[src/rtl/cpc_loader_pkg.sv]
// cpc_loader_pkg: shared loader state encoding and default ROM page placement
package cpc_loader_pkg;

    typedef enum logic [1:0] {IDLE, ARM, WRITE} state_t;

    localparam logic [26:0] DEFAULT_PAGE_MAP = {9'h000, 9'h100, 9'h107};

endpackage

[src/rtl/rom_loader.sv]
// rom_loader: maps a banked ROM download stream onto paged memory writes paced by ce_ref
module rom_loader
    import cpc_loader_pkg::*;
#(
    parameter int PAGE_BITS = 14,
    parameter int NUM_PAGES = 3,
    parameter int NUM_BANKS = 2,
    parameter logic [9*NUM_PAGES-1:0] PAGE_MAP = DEFAULT_PAGE_MAP,
    parameter int ROM_INDEX = 0,
    localparam int BW = NUM_BANKS > 1 ? $clog2(NUM_BANKS) : 1
) (
    input  logic          clk_sys,
    input  logic          reset,
    input  logic          ce_ref,
    input  logic          ioctl_download,
    input  logic [7:0]    ioctl_index,
    input  logic          ioctl_wr,
    input  logic [24:0]   ioctl_addr,
    input  logic [7:0]    ioctl_dout,
    output logic          ioctl_wait,
    output logic          mem_we,
    output logic [22:0]   mem_addr,
    output logic [BW-1:0] mem_bank,
    output logic [7:0]    mem_dout,
    output logic          active,
    output logic          done,
    output logic [24:0]   byte_cnt,
    output logic [15:0]   skip_cnt
);

    localparam int SW = 25 - PAGE_BITS;

    state_t        state, state_n;
    logic          qual, wr, rise, hit, pend, skip_inc;
    logic [SW-1:0] src;
    logic [BW-1:0] bank_d;
    logic [8:0]    page_d;

    assign qual     = ioctl_download && ioctl_index == 8'(ROM_INDEX);
    assign wr       = qual && ioctl_wr && state == IDLE;
    assign rise     = qual && !active;
    assign src      = ioctl_addr[24:PAGE_BITS];
    assign skip_inc = wr && !hit && (rise || skip_cnt != 16'hFFFF);

    // Source pages beyond the last bank simply never match an entry
    always_comb begin
        hit    = 1'b0;
        bank_d = '0;
        page_d = '0;
        for (int b = 0; b < NUM_BANKS; b++)
            for (int s = 0; s < NUM_PAGES; s++)
                if (src == SW'(b * NUM_PAGES + s)) begin
                    hit    = 1'b1;
                    bank_d = BW'(b);
                    page_d = PAGE_MAP[(NUM_PAGES-1-s)*9 +: 9];
                end
    end

    always_comb begin
        state_n = state;
        case (state)
            IDLE:    state_n = wr && hit ? ARM : IDLE;
            ARM:     state_n = ce_ref ? WRITE : ARM;
            WRITE:   state_n = ce_ref ? IDLE : WRITE;
            default: state_n = IDLE;
        endcase
    end

    always_ff @(posedge clk_sys) begin
        if (reset) begin
            state      <= IDLE;
            ioctl_wait <= 1'b0;
            mem_we     <= 1'b0;
            mem_addr   <= '0;
            mem_bank   <= '0;
            mem_dout   <= '0;
            active     <= 1'b0;
            done       <= 1'b0;
            pend       <= 1'b0;
            byte_cnt   <= '0;
            skip_cnt   <= '0;
        end else begin
            state  <= state_n;
            active <= qual;
            if (wr && hit) begin
                mem_dout   <= ioctl_dout;
                mem_addr   <= 23'({page_d, ioctl_addr[PAGE_BITS-1:0]});
                mem_bank   <= bank_d;
                ioctl_wait <= 1'b1;
            end
            if (state == ARM && ce_ref)
                mem_we <= 1'b1;
            if (state == WRITE && ce_ref) begin
                mem_we     <= 1'b0;
                ioctl_wait <= 1'b0;
            end
            byte_cnt <= (rise ? 25'd0 : byte_cnt) + 25'(state == WRITE && ce_ref);
            skip_cnt <= (rise ? 16'd0 : skip_cnt) + 16'(skip_inc);
            // End of download is held until any pending write has drained
            pend <= (active && !qual) || (pend && state != IDLE);
            done <= pend && state == IDLE;
        end
    end

endmodule

[config.mk]
export PLATFORM = sky130hd
export DESIGN_NAME = rom_loader
export DESIGN_NICKNAME = d
export VERILOG_FILES = /design/src/rtl/cpc_loader_pkg.sv /design/src/rtl/rom_loader.sv
export SDC_FILE = /design/constraint.sdc
export NUM_CORES = 1
export LEC_CHECK = 0
export CORE_UTILIZATION = 45
export CTS_BUF_LIST = sky130_fd_sc_hd__clkbuf_16
export CTS_CLUSTER_SIZE = 14
export DETAILED_ROUTE_END_ITERATION = 7
export PLACE_DENSITY = 0.81
export SYNTH_ARGS = -nofsm -noshare
export SYNTH_HDL_FRONTEND = slang
export SYNTH_SLANG_ARGS = --single-unit
export TNS_END_PERCENT = 100
[constraint.sdc]
create_clock -name clk_sys -period 3.3 [get_ports clk_sys]
set_input_delay 0.66 -clock clk_sys [delete_from_list [all_inputs] [get_ports clk_sys]]
set_output_delay 0.66 -clock clk_sys [all_outputs]
set_load 0.1 [all_outputs]
# --- Yosys cells after proc, flatten, opt, wreduce, memory -nomap -nowiden ---
# Cells that the tools add are included.
word_totals:
  register_bits: 80
  inputBits: 46
  output_inout_bits: 77
  elab_cells: 63
op_classes:
  n_addsub: 2
  eq_ne: 8
  muxes: 20
  reduce_logical: 22
op_table:
  columns: ["op", "n"]
  rows:
  - ["9-bit two-way mux", 5]
  - ["25-bit by 1-bit adder with 25-bit output", 1]
  - ["25-bit two-way mux", 1]
  - ["11-bit by 2-bit equality test with 1-bit output (second input constant)", 2]
  - ["11-bit by 3-bit equality test with 1-bit output (second input constant)", 2]
  - ["16-bit by 1-bit adder with 16-bit output", 1]
  - ["16-bit two-way mux", 1]
  - ["16-bit != test (second input constant)", 1]
  - ["1-bit logical AND", 12]
  - ["11-bit by 1-bit equality test with 1-bit output (second input constant)", 1]
  - ["11-bit logical NOT", 1]
  - ["1-bit two-way mux", 10]
  - ["8-bit logical NOT", 1]
  - ["2-bit one-hot mux with 3 select lines", 1]
  - ["2-bit two-way mux", 2]
  - ["1-bit logical NOT", 3]
  - ["2-bit by 1-bit equality test with 1-bit output (second input constant)", 1]
  - ["2-bit equality test (second input constant)", 1]
  - ["2-bit logical NOT", 1]
  - ["1-bit logical OR", 2]
  - ["2-bit nonzero test", 1]
  - ["2-bit OR reduction", 1]

# --- Longest topological paths before layout ---
# Gate-level depths: netlist of run 1.
depth:
  depth_word: 11
  mapped_depth: 11
  ltp_nobuf: 10

# --- Least setup slack after synthesis of run 1 ---
# OpenSTA, ideal clock, no wires.
synth_path:
  path_type: "reg-to-reg"
  start: "register active"
  end: "register byte_cnt[18]"
  setup_time_ns: 0.070
  arrival_time_ns: 3.140
  required_time_ns: 3.230
  slack_ns: 0.090
  stages_incl_launch_ff: 11
  path_buffers: 1
  period_less_slack_ns: 3.210
  cell_sequence: "dfxtp_1 -> nor4b_1 -> nand3_1 -> and2_1 -> ha_1 -> ha_1 -> nand3_1 -> or3_1 -> clkbuf_1 -> or4_1 -> a21oi_1"
synth_via:
  elab_chain_len: 4
synth_lines:
  columns: ["item", "line", "source"]
  rows:
  - ["start, declared", "rom_loader.sv:25", "output logic active,"]
  - ["start signal, assigned", "rom_loader.sv:84", "active <= qual;"]
  - ["1-bit logical NOT", "rom_loader.sv:41", "assign rise = qual && !active;"]
  - ["1-bit logical AND", "rom_loader.sv:41", null]
  - ["25-bit two-way mux", "rom_loader.sv:97", "byte_cnt <= (rise ? 25'd0 : byte_cnt) + 25'(state == WRITE && ce_ref);"]
  - ["25-bit by 1-bit adder with 25-bit output", "rom_loader.sv:97", null]
  - ["end signal, assigned", "rom_loader.sv:97", null]
  - ["end, declared", "rom_loader.sv:27", "output logic [24:0] byte_cnt,"]
# Every way passes these cells.
# A chain may end at the register's enable or synchronous reset.

# --- Worst setup path after layout of run 1 ---
layout_path:
  start: "input port ioctl_index[3]"
  end: "register skip_cnt[15]"
layout_via:
  elab_chain_len: 7
  elab_cells_between_ends: 10
  cone_classes: "add/sub (1); mux (1); reduce/logical (8)"
layout_lines:
  columns: ["item", "line", "source"]
  rows:
  - ["start, declared", "rom_loader.sv:16", "input logic [7:0] ioctl_index,"]
  - ["8-bit logical NOT *", "rom_loader.sv:39", "assign qual = ioctl_download && ioctl_index == 8'(ROM_INDEX);"]
  - ["1-bit logical AND *", "rom_loader.sv:39", null]
  - ["1-bit logical AND (2 in series)", "rom_loader.sv:40", "assign wr = qual && ioctl_wr && state == IDLE;"]
  - ["1-bit logical AND (2 in series)", "rom_loader.sv:43", "assign skip_inc = wr && !hit && (rise || skip_cnt != 16'hFFFF);"]
  - ["16-bit by 1-bit adder with 16-bit output *", "rom_loader.sv:98", "skip_cnt <= (rise ? 16'd0 : skip_cnt) + 16'(skip_inc);"]
  - ["end signal, assigned", "rom_loader.sv:98", null]
  - ["end, declared", "rom_loader.sv:28", "output logic [15:0] skip_cnt"]
# Mark *: on every way between the ends. The rest lies on a longest branch, timed or not.

==> run summary, run 1 <==
Walking the worst path, the cells encountered are clkdlybuf4s50_1, nor4_2, nand3_1, o2111a_1, a211oi_1, ha_1, nand4_1, or4_1, or3_1, a21oi_1. Worst endpoint required time: 3550 ps. The worst register-to-register path ends at skip_cnt[12]. The total clock sinks is 73, and the post-CTS repair timing setup buffer count is 0.

The run gives 0 as the count of max-cap constraint violations. Most frequently used cell type in the post-synthesis netlist: sky130_fd_sc_hd__dfxtp_1. In the final layout, the share of cells above drive strength 1 is 22.5%. In this run the worst hold path is classified as flop to flop. The number of buffer cells added on primary ports is 117, and the clock insertion delay at the later pin of the skew report is 320 ps.

Detailed-route DRC error count: 0. By startpoint and endpoint, the worst setup path is classified as input port to flop. From synthesis to final layout, the design area changed by 41.5%.

Leading register cell type out of synthesis: sky130_fd_sc_hd__dfxtp_1. The first TritonRoute pass finished after 4 iterations. After synthesis, the netlist uses 44 different library cells. Maximum vdd ir drop: 317 µV.

The flow ran to the end, and the final reports show no timing, DRC or antenna violations. For the number of filler cells placed in the layout, the log shows 619. The run gives 830 ps as the worst setup slack for register-to-register paths. Routed length per instance: 14.7 µm.

The post-layout total power was 2.01 mW. Summed over all instances, the cell type with the most area after synthesis is sky130_fd_sc_hd__dfxtp_1. The die is 88.9 µm wide. The detailed router finished its first iteration with 144 violations. Summing all placed instances gives a cell area of 4500 µm². The global-route usage over all layers is 23.8%, and the antenna diode count is 0.

Cell area after synthesis: 3400 µm². The initialized floorplan defines 31 standard-cell rows. The post-CTS clock slew at the launch and capture registers of the worst setup and hold paths is 60 ps.

Maximum fanout along the worst path: 2. The final critical path takes up 91.5% of the cycle. Sequential cells were found to cover 43.0% of the synthesized design area. The maximum frequency from static timing analysis was 331 MHz; the area of the placeable core was 7290 µm².

Counting flops and latches in the post-synthesis netlist gives 73. Yosys mapped a number of flops with a built-in enable equal to 0. The worst register-to-register path has a depth of 11. STA classifies the critical path endpoint as a flop. The vertical extent of the die came out at 88.9 µm.

The clock tree synthesis step divided the H-tree into 3 levels. The number of buffers between clock root and the deepest sink is 2. Tracing the worst setup path back leads to its startpoint at ioctl_index[3].

The share of flip-flops with an asynchronous set or reset after synthesis is 0%. The placed wire-length estimate after detailed placement came out at 6520 µm. The first global-routing pass estimated 14500 µm of wire.

Counting the buffers created by CTS gives 9. Data arrives at the worst endpoint at 3270 ps. The pin count of the biggest net entering global routing was 41; the number of vias in the routed layout was 3442. In the routed layout, each cell is associated on average with a via count of 5.55. Placer congestion estimate: 0.826. For the count of final hold-check violations, the log shows 0. For the number of global-route vias before repair, the log shows 3071. On the final layout, the worst clock skew is 6.17 ps. The worst register-to-register path begins at active. The slowest cell on the critical path was sky130_fd_sc_hd__or4_1. Power per unit of standard cell area: 418 nW/µm². Timing endpoint of the critical path: skip_cnt[15].

The cell count after synthesis came out at 396. Sorting the synthesized cells by how often they occur yields sky130_fd_sc_hd__dfxtp_1, sky130_fd_sc_hd__a21oi_1, sky130_fd_sc_hd__nand3_1. Setup repair after global routing left no endpoint under its margin. Sort of element at the start of the critical path: an input port. After synthesis, the cell types taking the most area are sky130_fd_sc_hd__dfxtp_1, sky130_fd_sc_hd__a21oi_1, sky130_fd_sc_hd__nand3_1. The average instance in the mapped netlist occupies 8.58 µm². TritonCTS built the clock tree.

The finished cells cover 4810 µm². For this design the top-level I/O count stands at 123. The net count of the finished layout is 567.

The tools report the final max-slew violation count as 0. The run gives 0 as the post-route antenna net violation count. For this design the static power due to leakage is 1.81 nW. Setup violations remaining at the end of the flow were counted as 0.

Area fraction of the dominant cell type after synthesis: 43.0%. Count of instances resized after the clock tree is built: 0. In this run the clock root is driven by a sky130_fd_sc_hd__clkbuf_16. Global routing finished with a remaining overflow of 0.

During synthesis, Yosys emitted a total of 0 warnings. Wires add up to 9120 µm. The maximum single-stage delay on the critical path came out at 440 ps. The initial antenna violation count came out at 0. The logs give 46.6% for the initial core utilization and 0 for the hold buffer count at CTS. The die covers 7900 µm².

The worst path needs 3020 ps of the cycle, external delays included.
[kinds of logic (layout without fill, tap and decap cells)]
family / after synthesis / count (layout) / share of synthesized area [%]
adders and majority gates: 4 / 4 / 1.47
muxes: 1 / 1 / 0.295
AOI/OAI and AO/OA: 84 / 84 / 14.2
buffers and inverters: 38 / 159 / 6.00
DFF: 73 / 73 / 43.0
other: 1 / 5 / 0.110
xor gates and xnor gates: 28 / 28 / 7.22
and+or+nand+nor: 167 / 167 / 27.7
[cells in the final DEF, fill, tap and decap left out, drive strengths merged, types with 7 or more instances in the layout]
cell	instances
clkbuf	9
nand2	9
nor4	10
nand3	42
nor2	38
xnor2	13
a21oi	39
buf	92
clkdlybuf4s50	45
inv	7
or4	9
xor2	15
nand4	18
o21ai	28
dfxtp	73
[state kept, by name, summed over array words and instances, names as in the netlist]
name and cells:
active 1, byte_cnt 25, done 1, ioctl_wait 1
mem_addr 16, mem_bank 1, mem_dout 8, mem_we 1
pend 1, skip_cnt 16, state 2
[per-stage QoR]
| step | setup slack (ps) | instances | utilization [%] | hold slack, ps | setup TNS, ps |
|---|---|---|---|---|---|
| after global routing | 75.2 | 620 | 66.0 | 498 | 0 |
| after detailed placement | -80.0 | 605 | 61.7 | 464 | -80.0 |
| final | 280 | 620 | 66.0 | 473 | 0 |
| after CTS | 261 | 620 | 66.0 | 475 | 0 |
| after floorplan | 89.8 | 400 | - | 444 | 0 |
| after global placement | 115 | 605 | 61.7 | 458 | 0 |
[power breakdown]
| group | internal, mW | switching (mW) |
|---|---|---|
| Clock | 0.653 | 0.357 |
| Combinational | 0.0574 | 0.0594 |
| Sequential | 0.881 | 0.0000320 |
| Total | 1.59 | 0.417 |
[critical path, delay by kind of cell]
kind	cells	cell delay (ps)
AO/OA/AOI/OAI	3	650
adder cells (fa/ha/maj)	1	210
buffers and inverters	1	430
AND/OR/NAND/NOR	5	1330
[cell type report]
| class | instances | area (µm²) | area share [%] |
|---|---|---|---|
| Multi-Input combinational cell | 289 | 1750 | 36.3 |
| Sequential cell | 73 | 1460 | 30.4 |
| Timing Repair Buffer | 137 | 1140 | 23.7 |
| Clock buffer | 9 | 225 | 4.68 |
| Tap cell | 99 | 124 | 2.58 |
| Clock inverter | 6 | 83.8 | 1.74 |
| Inverter | 7 | 26.3 | 0.546 |
[worst min path at each step]
stage / startpoint / endpoint / slack, ps / cells past startpoint
floorplan: pend / pend / 440 / 2
global placement: mem_addr[11] / mem_addr[11] / 460 / 2
detailed placement: pend / pend / 460 / 2
CTS: mem_addr[5] / mem_addr[5] / 470 / 2
global route: pend / done / 500 / 1
finish: pend / pend / 470 / 2
[metal layers]
layer  vias up  global-route usage, %  part of all wire, %
met2       121                   38.8                   48
met4         0                   9.97                  1.7
li1       1664                      -                    -
met3        13                   6.83                  7.3
met5         -                      0                    0
met1      1644                   29.5                   43
Note: power is estimated with default switching activity, not from simulation.
==> run 2, diff against run 1 <==
--- a/config.mk
+++ b/config.mk
@@ -9,7 +9,9 @@
 export CTS_BUF_LIST = sky130_fd_sc_hd__clkbuf_16
 export CTS_CLUSTER_SIZE = 14
 export DETAILED_ROUTE_END_ITERATION = 7
+export MAX_ROUTING_LAYER = met4
 export PLACE_DENSITY = 0.81
+export SLEW_MARGIN = 20
 export SYNTH_ARGS = -nofsm -noshare
 export SYNTH_HDL_FRONTEND = slang
 export SYNTH_SLANG_ARGS = --single-unit
==> constraint.sdc (replaced) <==
create_clock -name clk_sys -period 3.1 [get_ports clk_sys]
set_input_delay 0.62 -clock clk_sys [delete_from_list [all_inputs] [get_ports clk_sys]]
set_output_delay 0.62 -clock clk_sys [all_outputs]
set_load 0.1 [all_outputs]
==> run summary, run 2 (synthesized netlist as in run 1, its figures left out) <==
The total overflow reported by the global router was 0 (unchanged); the number of global-route vias before repair was 3277 (was 3071). The tools report the number of clock buffers inserted by TritonCTS as 9 (unchanged). The via density per instance is 5.51 (was 5.55), and the layout cell share with drive strength beyond 1 is 23.8% (was 22.5%). The depth of the worst register-to-register path is 10 (was 11), and the power per unit of standard cell area is 428 nW/µm² (was 418 nW/µm²). The maximum fanout along the worst path was 2 (unchanged). The worst endpoint required time is 3360 ps (was 3550 ps), and the internal power of the cells is 1.62 mW (was 1.59 mW). Fraction of power consumed by the clock network: 48.4% (was 50.3%). Area growth from synthesis to layout: 42.4% (was 41.5%). The detailed-route DRC error count came out at 0 (unchanged). Clock insertion delay at the later pin of the skew report: 330 ps (was 320 ps). The run gives 45.4% (was 43.9%) as the relative contribution of sequential cells to total power.

The shortest clock period the worst path allows after layout came out at 2930 ps. The summed negative setup slack over all endpoints came out at 0 ps (unchanged). The full die area is 7900 µm² (unchanged), and the power spent charging and discharging nets is 0.454 mW (was 0.417 mW). For the placer congestion estimate, the log shows 0.843 (was 0.826). The total number of nets in the final design is 572 (was 567). The leading cell type in the layout, fill and taps excluded is sky130_fd_sc_hd__buf_4 (unchanged). The logs give 0 (unchanged) for the initial antenna violation count and 15300 µm (was 14500 µm) for the global-route wire length before repair. The area of the placeable core is 7290 µm² (unchanged), and the level count of the clock H-tree is 3 (unchanged). Timing would allow up to 341 MHz.

The maximum vdd ir drop came out at 245 µV (was 317 µV). Sort of element at the start of the critical path: an input port (unchanged). Leading cell types in the layout, fill and taps excluded: sky130_fd_sc_hd__buf_4, sky130_fd_sc_hd__dfxtp_1, sky130_fd_sc_hd__clkdlybuf4s50_1 (unchanged).

For the global-route usage over all layers, the log shows 26.0% (was 23.8%). Setup repair after global routing left no endpoint under its margin. The total length of routed wires was 9400 µm (was 9120 µm). The initial DRC count is 148 (was 144), and the post-CTS clock slew at the launch and capture registers of the worst setup and hold paths is 50 ps (was 60 ps). The count of instances resized after the clock tree is built is 0 (unchanged), and the antenna diode count is 0 (unchanged). The die span in x came out at 88.9 µm (unchanged).

The worst setup skew after layout came out at 7.43 ps (was 6.17 ps). The logs give 3444 (was 3442) for the number of vias in the routed layout and 123 (unchanged) for the number of I/O pins. The worst path uses 94.6% of the clock period.

The initial core utilization is 46.6% (unchanged). Category of the most critical setup path: input port to flop (unchanged). The post-route antenna net violation count was 0 (unchanged). The final max-slew violation count is 0 (unchanged). TritonCTS built the clock tree.

The critical path endpoint category is a flop (unchanged). The placed wire-length estimate after detailed placement was 6770 µm (was 6520 µm). The count of standard-cell rows was 31 (unchanged); the number of buffer cells added on primary ports was 117 (unchanged).

The logs give 1.83 nW (was 1.81 nW) for the static leakage and 0 (unchanged) for the hold buffer count at CTS. For the data arrival time of the critical path, the log shows 3190 ps (was 3270 ps). The tools report the relative contribution of combinational cells to total power as 6.2% (was 5.8%). Final-report setup violation count: 0 (unchanged). The number of buffers between clock root and the deepest sink is 2 (unchanged), and the worst hold slack is 475 ps (was 473 ps). The run finished with clean final reports. The register name with the most flops was byte_cnt (unchanged).

The count of max-cap constraint violations was 0 (unchanged); the vertical extent of the die was 88.9 µm (unchanged). Routed length per instance: 15.0 µm (was 14.7 µm). Biggest regs: byte_cnt: 25 flops, mem_addr: 16 flops, skip_cnt: 16 flops (unchanged).

The count of final hold-check violations came out at 0 (unchanged). The tools report the count of TritonRoute iterations in the first routing pass as 4 (unchanged). For the post-CTS repair timing setup buffer count, the log shows 0 (unchanged). The flip-flop count of the largest register, all copies and words added is 25 (unchanged). The pin count of the biggest net entering global routing came out at 35 (was 41).

Type of the tightest min-delay check: flop to flop (unchanged). The total clock sinks came out at 73 (unchanged). The net switching fraction of the power came out at 21.9% (was 20.8%). The cell at the root of the clock tree is sky130_fd_sc_hd__clkbuf_16 (unchanged).

The cell depth of the worst hold path works out to 2 (unchanged).
## run 2: cell types whose count changed in the layout (fill, tap and decap cells not counted), sizes merged
| cell | before | now |
|---|---|---|
| buf | 92 | 97 |
| bufinv | 2 | 1 |
| clkinv | 2 | 3 |
## run 2: layer usage
layer | GRT usage, % | wire length, µm | share of wire (%)
met4 | 7.18 | 90 | 0.96
met2 | 44.3 | 4710 | 50
met3 | 7.76 | 688 | 7.3
met1 | 29.7 | 3910 | 42
met5 | - | 0 | 0
## run 2: per-stage QoR
| stage | instances | util [%] | setup WS [ps] | cell area, µm² | total power, mW |
|---|---|---|---|---|---|
| after CTS | 625 | 66.2 | 165 | 4820 | 2.08 |
| final | 625 | 66.4 | 166 | 4840 | 2.07 |
| after global placement | 610 | 62.3 | -75.7 | 4540 | 1.08 |
| after detailed placement | 610 | 62.3 | -187 | 4540 | 1.09 |
| after floorplan | 400 | - | 59.3 | 3410 | 1.02 |
| after global routing | 625 | 66.4 | 15.3 | 4840 | 2.13 |
## run 2: area by class of cell
cell class / count / area [µm²]
Sequential cell: 73 / 1460
Tap cell: 99 / 124
Clock buffer: 9 / 225
Fill cell: 631 / 2450
Multi-Input combinational cell: 289 / 1760
Clock inverter: 6 / 60.1
Inverter: 7 / 26.3
Timing Repair Buffer: 142 / 1180
## run 2: final timing paths
path                                startpoint           end  slack, ps
worst min register to register     mem_addr[8]   mem_addr[8]        470
worst min-delay path               mem_addr[8]   mem_addr[8]        470
worst max register to register          active  byte_cnt[20]        710
worst max-delay path            ioctl_index[3]  skip_cnt[15]        170
## run 2: power groups by stage
stage	combinational [mW]	sequential [mW]	clock, mW
floorplan	0.0571	0.959	0
global placement	0.124	0.959	0
detailed placement	0.126	0.959	0
CTS	0.127	0.938	1.02
global route	0.136	0.938	1.06
finish	0.129	0.938	1.00
## run 2: worst max-delay path: stages
cell and delay [ps]:
sky130_fd_sc_hd__clkdlybuf4s50_1 450, sky130_fd_sc_hd__nor4_4 310, sky130_fd_sc_hd__nand3_1 140, sky130_fd_sc_hd__o2111a_1 260, sky130_fd_sc_hd__a211oi_1 230, sky130_fd_sc_hd__ha_1 220
sky130_fd_sc_hd__nand4_1 90, sky130_fd_sc_hd__or4_1 420, sky130_fd_sc_hd__or3_1 320, sky130_fd_sc_hd__a21oi_1 130
